## src/rtl/sipo_register.sv

```systemverilog
// -----------------------------------------------------------------------------
// sipo_register
//
// Serial-in, parallel-out capture register. This is the receive end of the
// PISO shift register. A free-running clock divider produces clkOut and a
// one-cycle "tick" on each rising edge of clkOut. While a frame is being
// captured, one bit of bitIn is sampled per tick, LSB first. Each completed
// WIDTH-bit word is presented on regOut together with a one-cycle valid
// strobe.
//
// Parameters:
//   WIDTH      word width in bits (>= 2)
//   DIV_COUNT  clkIn cycles per clkOut half-period (bit period = 2*DIV_COUNT)
//
// Ports:
//   clkIn     in   system clock, all logic on its rising edge
//   rstN      in   asynchronous active-low reset
//   bitIn     in   serial data, LSB first
//   load      in   start-of-frame request, level sampled every clkIn cycle
//   clkOut    out  divided clock, toggles every DIV_COUNT cycles
//   regOut    out  last completed word (never shows a partial word)
//   valid     out  one-cycle pulse when regOut updates
//   busy      out  high while a frame is being captured
//   bitCount  out  bits captured so far in the current frame
//   overrun   out  sticky flag: load seen while busy (cleared by accepted load)
// -----------------------------------------------------------------------------
module sipo_register #(
   parameter int WIDTH     = 8,
   parameter int DIV_COUNT = 100000000
) (
   input  logic                       clkIn,
   input  logic                       rstN,
   input  logic                       bitIn,
   input  logic                       load,
   output logic                       clkOut,
   output logic [WIDTH-1:0]           regOut,
   output logic                       valid,
   output logic                       busy,
   output logic [$clog2(WIDTH+1)-1:0] bitCount,
   output logic                       overrun
);

   // Counter width; DIV_COUNT=1 still needs a one-bit counter.
   localparam int CW  = (DIV_COUNT > 1) ? $clog2(DIV_COUNT) : 1;
   localparam int BCW = $clog2(WIDTH+1);

   typedef enum logic {
      ST_IDLE  = 1'b0,
      ST_SHIFT = 1'b1
   } state_t;

   // Divider state
   logic [CW-1:0]    cnt_q, cnt_d;
   logic             clk_out_q, clk_out_d;

   // Capture state
   state_t           state_q, state_d;
   logic [WIDTH-1:0] shift_q, shift_d;
   logic [BCW-1:0]   bit_cnt_q, bit_cnt_d;
   logic [WIDTH-1:0] reg_out_q, reg_out_d;
   logic             valid_q, valid_d;
   logic             overrun_q, overrun_d;

   logic             term_cnt;
   logic             tick;
   logic             complete;
   logic [WIDTH-1:0] shifted;

   // -------------------------------------------------------------------------
   // Divider: free-running, independent of the capture state. A tick is the
   // terminal-count cycle on which clkOut is about to rise.
   // -------------------------------------------------------------------------
   always_comb begin
      term_cnt  = (cnt_q == CW'(DIV_COUNT - 1));
      cnt_d     = term_cnt ? '0 : cnt_q + 1'b1;
      clk_out_d = clk_out_q ^ term_cnt;
      tick      = term_cnt & ~clk_out_q;
   end

   // -------------------------------------------------------------------------
   // Capture next-state logic
   // -------------------------------------------------------------------------
   always_comb begin
      state_d   = state_q;
      shift_d   = shift_q;
      bit_cnt_d = bit_cnt_q;
      reg_out_d = reg_out_q;
      valid_d   = 1'b0;
      overrun_d = overrun_q;

      shifted   = {bitIn, shift_q[WIDTH-1:1]};
      // The tick that samples bit WIDTH-1 finishes the word.
      complete  = (state_q == ST_SHIFT) && tick &&
                  (bit_cnt_q == BCW'(WIDTH - 1));

      unique case (state_q)
         ST_IDLE: begin
            // A load on a tick cycle does not sample; first sample is next tick.
            if (load) begin
               state_d   = ST_SHIFT;
               shift_d   = '0;
               bit_cnt_d = '0;
               overrun_d = 1'b0;
            end
         end

         ST_SHIFT: begin
            if (tick) begin
               shift_d   = shifted;
               bit_cnt_d = bit_cnt_q + 1'b1;
            end

            if (complete) begin
               reg_out_d = shifted;
               valid_d   = 1'b1;
               bit_cnt_d = '0;
               state_d   = ST_IDLE;
               // Load in the completion cycle starts the next frame right away.
               if (load) begin
                  state_d   = ST_SHIFT;
                  shift_d   = '0;
                  overrun_d = 1'b0;
               end
            end else if (load) begin
               // Mid-frame load is ignored for data but remembered.
               overrun_d = 1'b1;
            end
         end

         default: state_d = ST_IDLE;
      endcase
   end

   // -------------------------------------------------------------------------
   // State registers
   // -------------------------------------------------------------------------
   always_ff @(posedge clkIn or negedge rstN) begin
      if (!rstN) begin
         cnt_q     <= '0;
         clk_out_q <= 1'b0;
         state_q   <= ST_IDLE;
         shift_q   <= '0;
         bit_cnt_q <= '0;
         reg_out_q <= '0;
         valid_q   <= 1'b0;
         overrun_q <= 1'b0;
      end else begin
         cnt_q     <= cnt_d;
         clk_out_q <= clk_out_d;
         state_q   <= state_d;
         shift_q   <= shift_d;
         bit_cnt_q <= bit_cnt_d;
         reg_out_q <= reg_out_d;
         valid_q   <= valid_d;
         overrun_q <= overrun_d;
      end
   end

   assign clkOut   = clk_out_q;
   assign regOut   = reg_out_q;
   assign valid    = valid_q;
   assign busy     = (state_q == ST_SHIFT);
   assign bitCount = bit_cnt_q;
   assign overrun  = overrun_q;

endmodule

```

## config.mk

```make
export PLATFORM = sky130hd
export DESIGN_NAME = sipo_register
export DESIGN_NICKNAME = d
export VERILOG_FILES = /design/src/rtl/sipo_register.sv
export SDC_FILE = /design/constraint.sdc
export NUM_CORES = 1
export LEC_CHECK = 0
export ABC_AREA = 1
export CAP_MARGIN = 10
export CORE_MARGIN = 2
export CORE_UTILIZATION = 52
export CTS_CLUSTER_SIZE = 16
export DETAILED_ROUTE_END_ITERATION = 12
export PLACE_DENSITY = 0.74
export SYNTH_ARGS = -nofsm -noshare
export SYNTH_HDL_FRONTEND = slang
export SYNTH_SLANG_ARGS = --single-unit
```

## constraint.sdc

```tcl
create_clock -name clkIn -period 2.1 [get_ports clkIn]
set_clock_uncertainty 0.2 [all_clocks]
set_input_delay 0.42 -clock clkIn [delete_from_list [all_inputs] [get_ports clkIn]]
set_output_delay 0.42 -clock clkIn [all_outputs]
set_load 0.02 [all_outputs]
```

**Word-level counts from Yosys, hierarchy flattened**

Index checks and enable logic that the tools add are counted.

- Register bits after elaboration: 51
- Bits in latches: 0
- Bits in writable memories: 0
- ROM bits: 0
- Input port bits: 4
- Logic and storage cells: 42
- Memories: 0

- $add $sub $neg: 2
- Multiply operators: 0
- Divide/modulo/power cells: 0
- Magnitude comparators: 0
- Equal/unequal tests: 5
- Shifts and indexed selects: 0
- Muxes and demuxes: 19
- Bitwise logic cells: 4
- Reduce and logical (&&, ||, !) cells: 4

Operator list:

| cell | count |
|---|---|
| two-way mux 8 bit | 4 |
| adder 27 x 1 -> 27 bit, second input constant | 1 |
| equality test 27 bit, second input constant | 1 |
| two-way mux 27 bit | 1 |
| one-hot mux 8 bit (2 select lines) | 1 |
| two-way mux 4 bit | 3 |
| one-hot mux 4 bit (2 select lines) | 1 |
| two-way mux 1 bit | 7 |
| adder 4 x 1 -> 4 bit, second input constant | 1 |
| equality test 4 x 3 -> 1 bit, second input constant | 1 |
| one-hot mux 1 bit (2 select lines) | 2 |
| AND reduction 2 bit | 2 |
| inequality test 3 x 1 -> 1 bit, second input constant | 1 |
| inequality test 3 x 2 -> 1 bit, second input constant | 1 |
| logical AND 1 bit | 2 |
| inequality test 2 bit, second input constant | 1 |
| NOT 1 bit | 2 |
| AND 1 bit | 1 |
| bitwise XOR 1 bit | 1 |

**Logic depth before layout (Yosys ltp)**

Gate-level depths: netlist (run 1).

- Depth after elaboration: 6
- Gate-level depth with buffers: 14

**Worst setup path before layout (run 1)**

Ideal clock, no wire load.

- Kind: reg2reg
- From: register cnt_q[0]
- To: register reg_out_q[6], in the netlist regOut[6]
- Setup time: 121 ps
- Arrival time: 1,888 ps
- Data required time: 1,779 ps
- Slack: -109 ps
- Stages on the path, launching flop included: 15
- Path buffers: 1
- Path through: dfrtp_1 > ha_1 > nand2_1 > nor2_4 > nand2_4 > nor2_4 > nand2_1 > inv_1 > ha_1 > nand3_1 > nor2_2 > inv_1 > buf_6 > nand2_1 > o21ai_1

- Word-level cells in the longest chain between the ends: 5

Ends and longest elaborated chain:

| element | RTL line | RTL |
|---|---|---|
| from (decl) | 53 | `logic [CW-1:0] cnt_q, cnt_d;` |
| from (signal assigned) | 148 | `cnt_q <= cnt_d;` |
| equality test 27 bit | 74 | `term_cnt = (cnt_q == CW'(DIV_COUNT - 1));` |
| AND 1 bit | 77 | `tick = term_cnt & ~clk_out_q;` |
| logical AND 1 bit (2 in series) | 93 | `complete = (state_q == ST_SHIFT) && tick &&` |
| AND reduction 2 bit (no source line) | - |  |
| to (signal assigned) | 153 | `reg_out_q <= reg_out_d;` |
| to (decl) | 60 | `logic [WIDTH-1:0] reg_out_q, reg_out_d;` |

Every way passes these cells.
A chain may end at the register's enable or synchronous reset.

**Final worst setup path (run 1)**

- From: register cnt_q[1]
- To: register reg_out_q[4], in the netlist regOut[4]

The elaborated chain is that of the path after synthesis.

==> summary.md, run 1 <==
| Metric | Value |
|---|---|
| Outcome | completed |
| Met2 Wirelength | 2.70 mm |
| Top cells by area, synth | dfrtp_1 48%, nand2_1 13%, nor2_1 9.5% |
| Routed Antenna Nets | 0 |
| Synth area leader | dfrtp_1 |
| Synth Instances | 347 |
| Synth Flop Type | dfrtp_1 |
| Synth top area share | 48.0% |
| DR vias/cell | 4.88 |
| Syn nets | 355 |
| Placeable Area | 4790 um^2 |
| Setup violators final | 0 |
| Sequential element share of the synthesized area | 48.0% |
| Post-Synthesis Cell Area | 2610 um^2 |
| PortBufs | 19 |
| Area delta synth->final | 24.9% |
| Num rows | 25 |
| Net Sw Frac | 23.4% |
| Largest net degree at the start of global routing | 37 |
| Mux cell area share after synthesis | 0% |
| YS warnings | 0 |
| Die Y-Extent | 74.8 um |
| Num ports | 20 |
| Placed Area | 3100 um^2 |
| Min Tclk post-route | 2.04 ns |
| CP startpoint kind | flip-flop |
| First-pass GRT wire length | 9.09 mm |
| Pins Over Slew Limit | 0 |
| Crit-path max cell delay | 0.36 ns |
| Crit end category | flip-flop |
| Post-route cell area | 3260 um^2 |
| CP arrival | 2.03 ns |
| Crit-path most repeated cell | nor2_4 |
| Slowest CP cell | dfrtp_1 |
| Reg2reg path depth | 13 |
| Register bit total from synthesis | 50 |
| Drt drc | 0 |
| Num CTS Buffers | 5 |
| Worst Path Buf+Inv | 2 |
| Routed WL per cell | 11.7 um |
| Worst-path maximum fanout | 16 |
| GR Overflow Total | 0 |
| Register clock-pin slew on the reported worst setup and hold paths | 0.09 ns |
| Clock buffer depth | 2 |
| FMAX | 489 MHz |
| Antenna Cells | 0 |
| Largest family of logic cells by synthesized area | simple AND/OR/NAND/NOR gates |
| Worst vdd ir | 0.000494 V |
| Share of cells above drive strength 1 | 16.4% |
| Switching power | 375 uW |
| Root buffer cell | clkbuf_8 |
| Pint | 1230 uW |
| Top routing layer used | met4 |
| Post-synthesis compound-gate area fraction | 7.34% |
| CTS HTree Levels | 2 |
| Post-Synth Adder-Cell Area | 1.92% |
| Crit-path cells | ha_2, nand2_2, nor2_4, nand2_4, nor2_4, nand2_2, inv_4, ha_4, nand3_2, nor2_4, inv_2, nand2_1, o21ai_1 |
| Hold Path Stages | 2 |
| Pwr Total | 1600 uW |
| Post-synth EDFFs | 0 |
| Most frequent cell after synthesis | nand2_1 |
| Vias in the first global route | 2,115 |
| Post-synthesis simple-gate area fraction | 32.2% |
| Post-synth ARST share | 100% |
| CP Depth | 13 |
| Total Routing Usage GR | 21.2% |
| DR WL met3 | 183 um |
| Post-Route M1 WL | 2.52 mm |
| PwrDens | 492 nW/um^2 |
| Die ar. | 5600 um^2 |
| Clock latency on the worst-skew pair | 0.31 ns |
| Setup tns final | 0 ns |
| DRT Pass-1 Iters | 4 |
| Num Clock Sinks | 50 |
| CTS tree | done |
| Clock share of power | 35.5% |
| Hold Path Class | reg2reg |
| First-iteration detailed-routing DRC count | 132 |
| Synth top cells by count | 92 x nand2_1, 66 x nor2_1, 50 x dfrtp_1 |
| RePlAce Congestion | 0.873 |
| Syn_area_per_cell | 7.51 um^2 |
| Maximum Capacitance Violations | 0 |
| Max-slew headroom | 74.4% |
| Unrepaired setup endpoints after global routing | true |
| Via count | 2,293 |
| CP Class | reg2reg |
| CP required | 2.09 ns |
| Final Hold Violating Endpoints | 0 |
| Cell variety after synth | 22 |
| Cell class contributing the biggest share of worst-path delay | simple AND/OR/NAND/NOR gates |
| Fin crit share | 97.3% |
| Dpl hpwl | 3.90 mm |
| Layout net count | 410 |
| Final WL | 5.49 mm |
| Seq pwr share | 60.9% |
| Comb power frac | 3.6% |
| Least-Margin Pin Slew | 0.384 ns |
| XOR/XNOR share of the synthesized area | 2.69% |
| FILL cells | 390 |
| P_leak | 0.00160 uW |
| Initial antenna violation count | 0 |
| Starting Density | 54.5% |
| Die Width | 74.8 um |
==> cell families after synthesis <==
group	Yosys count
flip-flops	50
AND/OR/NAND/NOR	197
adder cells (fa/ha/maj)	4
buffers and inverters	50
XOR/XNOR	8
AO/OA/AOI/OAI	38
==> flip-flops by register name (all words and copies together), names as in the netlist <==
| register | count |
|---|---|
| busy | 1 |
| valid | 1 |
| cnt_q | 27 |
| clkOut | 1 |
| bitCount | 4 |
| overrun | 1 |
| shift_q | 7 |
| regOut | 8 |
==> tightest hold or removal path, delay by kind of cell (launching register included) <==
family             cells  cell delay, ns
AOI/OAI and AO/OA      1            0.06
DFF                    1            0.35
and+or+nand+nor        1            0.05
==> area by class of cell <==
cell class	instances	area, um^2	share of cell area, %
clock inverters	2	13.8	0.423
inverters	46	175	5.38
repair buffers	52	449	13.8
flip-flops and latches	50	1250	38.4
clock buffers	6	72.6	2.23
well taps	67	83.8	2.57
multi-input cells	247	1210	37.2
==> path summary, 6_finish.rpt <==
path | startpoint | to | slack [ns]
min in group asynchronous | rstN | cnt_q[13] | 0.35
setup / recovery | cnt_q[1] | regOut[4] | 0.06
hold reg to reg | regOut[7] | regOut[7] | 0.29
max in group asynchronous | rstN | cnt_q[9] | 0.84
hold / removal | regOut[7] | regOut[7] | 0.29
setup reg to reg | cnt_q[1] | regOut[4] | 0.06
==> power by group through the flow <==
stage | registers, uW | logic (uW) | clock network [uW]
floorplan | 994 | 18.0 | 0
global placement | 993 | 54.8 | 0
detailed placement | 993 | 56.2 | 0
CTS | 974 | 58.3 | 579
global route | 976 | 67.4 | 610
finish | 974 | 57.6 | 569
==> repair_timing <==
action | 4_1_cts | 5_1_grt
gates cloned | 0 | 1
pin swaps | 1 | 2
hold endpoints to repair | 14 | 0
setup buffers | 1 | 1
resized for setup | 2 | 12
hold buffers | 1 | 0
endpoints found under the setup margin | 10 | 18
==> through the flow <==
stage | hold slack [ns] | cells | util (%) | setup slack, ns
floorplan | -0.0756 | 347 | - | 0.00169
global placement | 0.164 | 458 | 64.8 | -0.00543
detailed placement | 0.166 | 458 | 64.8 | -0.123
CTS | 0.300 | 468 | 67.1 | 0.0420
global route | 0.321 | 470 | 68.1 | -0.0825
finish | 0.293 | 470 | 68.1 | 0.0564
==> cell usage in the layout (no fill, tap or decap), drive strengths merged <==
cell           count
a21oi             17
xnor2              2
xor2               6
dlygate4sd3        1
nor2              77
dfrtp             50
nand2             95
clkbuf             6
and2               1
nand3b             1
nand3             22
nand4              1
inv               46
buf               33
o21ai             20
clkdlybuf4s50     18
o22ai              1
clkinv             2
ha                 4
==> layer usage <==
metal	vias to the layer above	global-route usage [%]
li1	1180	-
met3	8	3.88
met2	43	37.1
met4	0	7.34
met1	1062	26.3
met5	-	0
Power figures use the tool's default switching activity.
==> run 2, diff against run 1 <==
- CTS_CLUSTER_SIZE: 16 -> 28
- MAX_ROUTING_LAYER: not set -> met4
==> run 2 against run 1 <==
Effect of this change:
- critical endpoint unchanged
- clock power barely moved
- power barely moved
- register-to-register slack barely moved
- first-iteration DRC count rose by 6.8%
- critical path depth did not move
- utilization did not move
==> summary.md, run 2 (synthesis gave the netlist of run 1 again) <==
| Metric | Value |
|---|---|
| Outcome | completed |
| Reg2reg path depth | 13 |
| Die Y-Extent | 74.8 um |
| RePlAce Congestion | 0.887 |
| Hold Path Class | reg2reg |
| Worst-path maximum fanout | 16 |
| CTS HTree Levels | 2 |
| Die ar. | 5600 um^2 |
| GR Overflow Total | 0 |
| Fin crit share | 97.3% |
| Area delta synth->final | 24.9% |
| Clock buffer depth | 2 |
| Min Tclk post-route | 2.04 ns |
| Worst r2r dst | regOut[4] |
| Max-slew headroom | 74.4% |
| Root buffer cell | clkbuf_8 |
| CP arrival | 2.03 ns |
| Final Hold Violating Endpoints | 0 |
| CTS tree | done |
| Least-Margin Pin Slew | 0.384 ns |
| Num ports | 20 |
| PwrDens | 492 nW/um^2 |
| Num CTS Buffers | 5 |
| Most common cell after layout, fill and taps aside | nand2_1 |
| FMAX | 489 MHz |
| Num rows | 25 |
| Largest net degree at the start of global routing | 37 |
| Setup violators final | 0 |
| Pwr Total | 1600 uW |
| Num Clock Sinks | 50 |
| Final WL | 5.49 mm |
| P_leak | 0.00160 uW |
| Vias in the first global route | 2,115 |
| Crit end category | flip-flop |
| CP Class | reg2reg |
| Die Width | 74.8 um |
| Dpl hpwl | 3.90 mm |
| Worst vdd ir | 0.000494 V |
| First-pass GRT wire length | 9.09 mm |
| CP required | 2.09 ns |
| Maximum Capacitance Violations | 0 |
| Antenna Cells | 0 |
| Largest register by flop count | cnt_q |
| Starting Density | 54.5% |
| Share of cells above drive strength 1 | 16.4% |
| CP startpoint kind | flip-flop |
| Pins Over Slew Limit | 0 |
| Register clock-pin slew on the reported worst setup and hold paths | 0.09 ns |
| Hold Path Stages | 2 |
| Via count | 2,293 |
| Drt drc | 0 |
| First-iteration detailed-routing DRC count | 141 |
| Placeable Area | 4790 um^2 |
| Initial antenna violation count | 0 |
| Total Routing Usage GR | 21.8% |
| Unrepaired setup endpoints after global routing | true |
| Routed Antenna Nets | 0 |
| Dpl ws | -0.123 ns |
| Min-delay src | regOut[7] |
| PortBufs | 19 |
| Most frequent cells in the layout | 89 x nand2_1, 64 x nor2_1, 50 x dfrtp_1, 44 x inv_1, 29 x buf_4 |
| Routed WL per cell | 11.7 um |
| DRT Pass-1 Iters | 4 |
| Number of flip-flops in the largest register | 27 |
| RR Startpoint | cnt_q[1] |
| Clock latency on the worst-skew pair | 0.31 ns |
| Final worst setup slack | 0.0562 ns |
| Layout net count | 410 |
| Reg2Reg Setup Slack | 0.06 ns |
| DR vias/cell | 4.88 |
| WHS Endpoint | regOut[7] |
run 2: cell counts in the layout (fill, tap and decap cells not counted):
No cell type changed its count.
run 2: how the worst max path moves through the flow:
stage | from | endpoint | slack (ns) | cells past startpoint
after CTS | cnt_q[0] | shift_q[4] | 0.04 | 13
after detailed placement | cnt_q[0] | shift_q[4] | -0.12 | 13
after global routing | cnt_q[1] | bitCount[3] | -0.08 | 13
final | cnt_q[1] | regOut[4] | 0.06 | 13
after floorplan | cnt_q[0] | bitCount[3] | 0.002 | 13
after global placement | cnt_q[1] | shift_q[4] | -0.005 | 13
run 2: metal layers:
layer	vias up	part of all wire (%)	track usage, %
met5	-	0	-
met4	0	1.5	7.34
met3	8	3.3	3.88
met2	43	49	37.1
met1	1062	46	26.3
li1	1180	-	-
run 2: stage by stage:
step | util (%) | hold slack, ns | setup TNS, ns | std cells | area, um^2
6_report | 68.1 | 0.293 | 0 | 470 | 3260
5_1_grt | 68.1 | 0.321 | -0.947 | 470 | 3260
4_1_cts | 67.1 | 0.300 | 0 | 468 | 3210
3_5_place_dp | 64.8 | 0.166 | -0.615 | 458 | 3100
3_3_place_gp | 64.8 | 0.164 | -0.0199 | 458 | 3100
2_1_floorplan | - | -0.0756 | 0 | 347 | 2630
run 2: layout make-up:
cell class	count	area [um^2]
Tap cell	67	83.8
Fill cell	390	1530
Inverter	46	175
Sequential cell	50	1250
Timing Repair Buffer	52	449
Multi-Input combinational cell	247	1210
Clock buffer	6	72.6
Clock inverter	2	13.8
run 2: what timing repair did:
action                                  4_1_cts  5_1_grt
hold buffers                                  1        0
resized for setup                             2       12
pin swaps                                     1        2
buffers inserted                              1        1
endpoints found under the setup margin       10       18
gates cloned                                  0        1
hold endpoints to repair                     14        0
run 2: power by group:
part / switching, uW / internal (uW) / leakage [uW]
Clock: 333 / 236 / 0.0000452
Sequential: 4.37 / 970 / 0.000649
Combinational: 38.0 / 19.7 / 0.000907
Total: 375 / 1230 / 0.00160
run 2: critical path, stage by stage (launching register included):
cell and delay (ns):
dfrtp_1 0.36, ha_2 0.19, nand2_2 0.07, nor2_4 0.12, nand2_4 0.06, nor2_4 0.09, nand2_2 0.08, inv_4 0.08
ha_4 0.13, nand3_2 0.08, nor2_4 0.16, inv_2 0.15, nand2_1 0.08, o21ai_1 0.07
==> run 3, diff against run 2 <==
- CORE_UTILIZATION: 52 -> 60
- CTS_BUF_LIST: not set -> sky130_fd_sc_hd__clkbuf_2 sky130_fd_sc_hd__clkbuf_4 sky130_fd_sc_hd__clkbuf_8
- PLACE_DENSITY: 0.74 -> 0.81
- clock period: 2.1 -> 2.2 ns (I/O delays scaled with it)
==> run 3 against run 2 <==
Effect of this change:
- the flow now finishes with violations (negative setup slack)
- sequential power is 4.5% lower
- via count is 6.2% higher
- first-iteration DRC count is 41% higher
- critical path type unchanged
- die area is 13% lower
- fmax is 9.8% lower
- clock power is 3% higher
- power is 2.0% lower
- sequential share of layout area hardly changed
- critical path depth is 1 higher
- flip-flop and latch count stayed put
==> summary.md, run 3 (synthesis gave the netlist of run 1 again) <==
| Metric | Value |
|---|---|
| Setup violators final | 15 |
| Worst Path Buf+Inv | 2 |
| Fin crit share | 103% |
| CTS HTree Levels | 2 |
| Total Routing Usage GR | 25.3% |
| Die Y-Extent | 69.9 um |
| Top routing layer used | met4 |
| Largest net degree at the start of global routing | 51 |
| Crit end category | flip-flop |
| Pins Over Slew Limit | 0 |
| Vias in the first global route | 2,187 |
| Num rows | 23 |
| Least-Margin Pin Slew | 0.617 ns |
| Slowest CP cell | dfrtp_1 |
| Die ar. | 4890 um^2 |
| Final WL | 6.34 mm |
| Final worst setup slack | -0.0654 ns |
| CP startpoint kind | flip-flop |
| PwrDens | 481 nW/um^2 |
| Most common cell after layout, fill and taps aside | nand2_1 |
| Final Hold Violating Endpoints | 0 |
| Share of cells above drive strength 1 | 17.7% |
| Hold Path Class | in2async |
| Post-Route M1 WL | 2.53 mm |
| Unrepaired setup endpoints after global routing | true |
| CP arrival | 2.26 ns |
| Crit-path most repeated cell | nor2_4 |
| Drt drc | 0 |
| Clock buffer depth | 2 |
| Max-slew headroom | 58.9% |
| FILL cells | 256 |
| Worst vdd ir | 0.000357 V |
| Antenna Cells | 0 |
| Hold_buf cts | 0 |
| DR vias/cell | 5.40 |
| Number of flip-flops in the largest register | 27 |
| Num Clock Sinks | 50 |
| Worst-path maximum fanout | 7 |
| Area delta synth->final | 25.1% |
| Failing checks | negative setup slack |
| Clock latency on the worst-skew pair | 0.32 ns |
| Register clock-pin slew on the reported worst setup and hold paths | 0.10 ns |
| Maximum Capacitance Violations | 0 |
| Placed Area | 2950 um^2 |
| CTS tree | done |
| Largest register by flop count | cnt_q |
| Pwr Total | 1570 uW |
| Routed Antenna Nets | 0 |
| Layout net count | 408 |
| DR WL met3 | 309 um |
| PortBufs | 19 |
| Min Tclk post-route | 2.27 ns |
| P_leak | 0.00159 uW |
| First-pass GRT wire length | 9.57 mm |
| Routed WL per cell | 14.1 um |
| GR Overflow Total | 0 |
| Dpl ws | -0.100 ns |
| CP Class | reg2reg |
| Met2 Wirelength | 3.25 mm |
| CP required | 2.20 ns |
| Starting Density | 63.8% |
| Crit-path cells | ha_2, nand2_2, nor2_4, nand2_4, nor2_4, nand2_2, inv_4, ha_4, nand3_4, nor2_4, buf_4, nand2_4, nand3_1, o21ai_0 |
| Placeable Area | 4090 um^2 |
| Num ports | 20 |
| Crit-path max cell delay | 0.37 ns |
| DRT Pass-1 Iters | 4 |
| Cell class contributing the biggest share of worst-path delay | simple AND/OR/NAND/NOR gates |
| Dpl hpwl | 3.73 mm |
| FMAX | 441 MHz |
| RePlAce Congestion | 0.867 |
| First-iteration detailed-routing DRC count | 199 |
| Post-route cell area | 3260 um^2 |
| Outcome | finished, violations left |
| Most frequent cells in the layout | 89 x nand2_1, 64 x nor2_1, 49 x dfrtp_1, 42 x inv_1, 26 x buf_4 |
| Initial antenna violation count | 0 |
| Via count | 2,436 |
| Root buffer cell | clkbuf_8 |
| Die Width | 69.9 um |
| Num CTS Buffers | 5 |
-- run 3: worst register-to-register path, stage by stage, from the launching register on --
cell	delay (ns)
dfrtp_1	0.37
ha_2	0.19
nand2_2	0.07
nor2_4	0.11
nand2_4	0.07
nor2_4	0.10
nand2_2	0.08
inv_4	0.09
ha_4	0.15
nand3_4	0.07
nor2_4	0.21
buf_4	0.17
nand2_4	0.07
nand3_1	0.10
o21ai_0	0.10
-- run 3: per-layer routing --
metal / up-vias / GRT usage [%]
met5: - / -
met4: 0 / 8.55
met3: 22 / 6.06
met2: 72 / 42.5
met1: 1160 / 30.0
li1: 1182 / -
-- run 3: worst paths after layout --
path,start,end,slack (ns),cells after the start
setup / recovery,cnt_q[0],shift_q[6],-0.07,14
hold / removal,rstN,cnt_q[2],0.02,2
setup reg to reg,cnt_q[0],shift_q[6],-0.07,14
hold reg to reg,regOut[2],regOut[2],0.30,2
max in group asynchronous,rstN,cnt_q[18],1.33,2
min in group clkIn,regOut[2],regOut[2],0.30,2
-- run 3: through the flow --
step	setup TNS, ns	instances	util [%]	hold WS, ns
final	-0.393	451	79.9	0.0180
after global routing	-1.99	451	79.9	0.0848
after CTS	-0.130	444	77.0	0.0434
after detailed placement	-1.11	429	72.3	0.276
after global placement	0	429	72.3	0.275
after floorplan	0	347	-	-0.0556
-- run 3: report_power, final --
part           internal (uW)  total (uW)  switching (uW)  leakage [uW]
logic                   15.2        51.3            36.1      0.000896
registers                926         930            4.26      0.000648
clock network            259         587             328     0.0000514
total                   1200        1570             368       0.00159
-- run 3: timing repair --
| action | CTS | global route |
|---|---|---|
| gates cloned | 1 | 0 |
| setup endpoints to repair | 18 | 21 |
| buffers inserted | 6 | 7 |
| pin swaps | 11 | 12 |
| resized for setup | 13 | 19 |
-- run 3: area by class of cell --
cell class / instances / area, um^2 / share of cell area, %
Timing Repair Buffer: 49 / 425 / 13.0
Clock buffer: 6 / 82.6 / 2.53
Inverter: 46 / 179 / 5.48
Tap cell: 50 / 62.6 / 1.92
Multi-Input combinational cell: 247 / 1240 / 37.9
Timing Repair inverter: 1 / 7.51 / 0.230
Clock inverter: 2 / 17.5 / 0.537
Sequential cell: 50 / 1250 / 38.4
==> variant, RTL diff (settings of run 2) <==
`shift_q` no longer has a reset.
--- a/src/rtl/sipo_register.sv
+++ b/src/rtl/sipo_register.sv
@@ -139,7 +139,6 @@
          cnt_q     <= '0;
          clk_out_q <= 1'b0;
          state_q   <= ST_IDLE;
-         shift_q   <= '0;
          bit_cnt_q <= '0;
          reg_out_q <= '0;
          valid_q   <= 1'b0;
@@ -148,12 +147,15 @@
          cnt_q     <= cnt_d;
          clk_out_q <= clk_out_d;
          state_q   <= state_d;
-         shift_q   <= shift_d;
          bit_cnt_q <= bit_cnt_d;
          reg_out_q <= reg_out_d;
          valid_q   <= valid_d;
          overrun_q <= overrun_d;
       end
+   end
+
+   always_ff @(posedge clkIn) begin
+      shift_q <= shift_d;
    end
 
    assign clkOut   = clk_out_q;
Check against the original RTL: same outputs for any inputs over 10 cycles, from zero or initial values and one cycle with rstN low; that may be too few to reach the edited logic, so the function may still have changed.
==> variant against run 2 <==
First-iteration DRC count increased by 1.4%. Final area increased by 1.4%. Worst setup slack got worse by 0.020 ns. Power increased by 0.40%. Critical path depth decreased by 2. Fmax decreased by 0.97%. Clock power increased by 4.6%. Utilization increased by 0.52 points. Sequential cell count unchanged. Wire length decreased by 3.2%. Synthesized area increased by 1.7%. Critical endpoint is now shift_q[7].
==> variant: results (changes against run 2) <==
starting DRC count in detailed routing 143 (+1.4%); synth unique cells 24 (+9.1%); Sw Pwr 370.1 uW (-1.4%); Total GRT Usage 0.2214 (+0.003096); Leakage 1.580 nW (-1.3%); final net count 401 (-2.2%); critical path data arrival time 1.94 ns (-0.09 ns); Routed Wire Length 5.311 mm (-3.2%); sequential cell area fraction in the yosys report 0.4851 (+0.005288); dominant cells by area after synthesis dfrtp_1 (41%), nand2_1 (13%), nor2_1 (11%); first-pass GRT wire length 9.246 mm (+1.7%); Post-synth ARST share 0.8600 (-0.1400); commonest cells in the netlist nand2_1 (95), nor2_1 (75), dfrtp_1 (43); CP Max Fanout 7 (-9); RD Place Congestion 0.9114 (+2.8%); Syn Area/Cell 7.844 sq um (+4.4%); EDFF count, synth 7 (+7); vias in the first global route 2,115 (unchanged); slew margin rel. 0.7077 (-0.03647); HPWL after DPL 4.090 mm (+4.8%); Peak VDD IR 0.3697 mV (-25%); largest net degree at the start of global routing 20 (-46%); outcome complete, no violations; post-synth net total 346 (-2.5%); layout cells sized above 1 0.1929 (+0.02912); dpl cells 445 (-2.8%)
[variant: cell count changes in the layout (fill, tap and decap cells not counted), moves of 3 or more]
cell             run 2  this run
nand3_1             21        14
inv_1               44        40
edfxtp_1             0         7
nor2_1              64        71
dfrtp_1             50        42
o21ai_2              1         7
o21ai_1             12         0
nand2_2              4         7
[variant: worst paths after layout]
kind	end	slack (ns)	depth (start not counted)	startpoint
hold / removal	regOut[1]	0.30	2	regOut[1]
min in group asynchronous	cnt_q[14]	0.37	2	rstN
max in group asynchronous	busy	0.78	3	rstN
setup reg to reg	shift_q[7]	0.04	11	cnt_q[1]
setup / recovery	shift_q[7]	0.04	11	cnt_q[1]
hold reg to reg	regOut[1]	0.30	2	regOut[1]
[variant: cell type report]
cell class / count / area (sq um)
multi-input cells: 243 / 1236
repair buffers: 51 / 435.4
flip-flops and latches: 50 / 1287
clock buffers: 5 / 68.82
inverters: 42 / 162.7
fillers: 387 / 1514
well taps: 67 / 83.83
clock inverters: 3 / 28.78
[variant: per-stage QoR]
step,worst slack (ns),area [sq um]
after floorplan,-0.08170,2673
after global placement,0.009181,3094
after detailed placement,-0.02712,3094
after CTS,0.01341,3229
after global routing,-0.09294,3303
final,0.03613,3303
[variant: what timing repair did]
item,4_1_cts,5_1_grt
pin swaps,1,4
buffers inserted,2,5
resized for setup,5,10
endpoints found under the setup margin,8,16
hold endpoints to repair,17,0
hold buffers,1,0
[variant: critical path, cell delays in order (launching register included)]
cell	delay, ns
dfrtp_1	0.36
ha_2	0.19
nand2_2	0.06
nor2_4	0.14
nand2_4	0.07
nor2_4	0.13
nand2_4	0.08
inv_6	0.08
ha_4	0.14
nand4_4	0.08
o21ai_4	0.23
nor2_1	0.07
[variant: per-layer routing]
layer / vias up / track usage / part of all wire
li1: 1152 / - / -
met1: 998 / 0.2695 / 0.45
met5: - / - / 0
met4: 0 / 0.05263 / 0.010
met2: 40 / 0.3836 / 0.50
met3: 6 / 0.03968 / 0.035
[variant: cell families after synthesis]
family                     share of synthesized area
buffers and inverters                        0.06937
xor gates and xnor gates                     0.03304
DFF                                           0.4851
adders and majority gates                    0.01888
and+or+nand+nor                               0.3266
AOI/OAI and AO/OA                            0.06701
[variant: power by group through the flow]
stage	Combinational [mW]	Clock, mW	Sequential, mW
4_1_cts	0.0339	0.615	0.980
2_1_floorplan	0.00248	0	1.00
3_3_place_gp	0.0318	0	1.00
3_5_place_dp	0.0322	0	1.00
6_report	0.0321	0.595	0.980
5_1_grt	0.0373	0.650	0.981
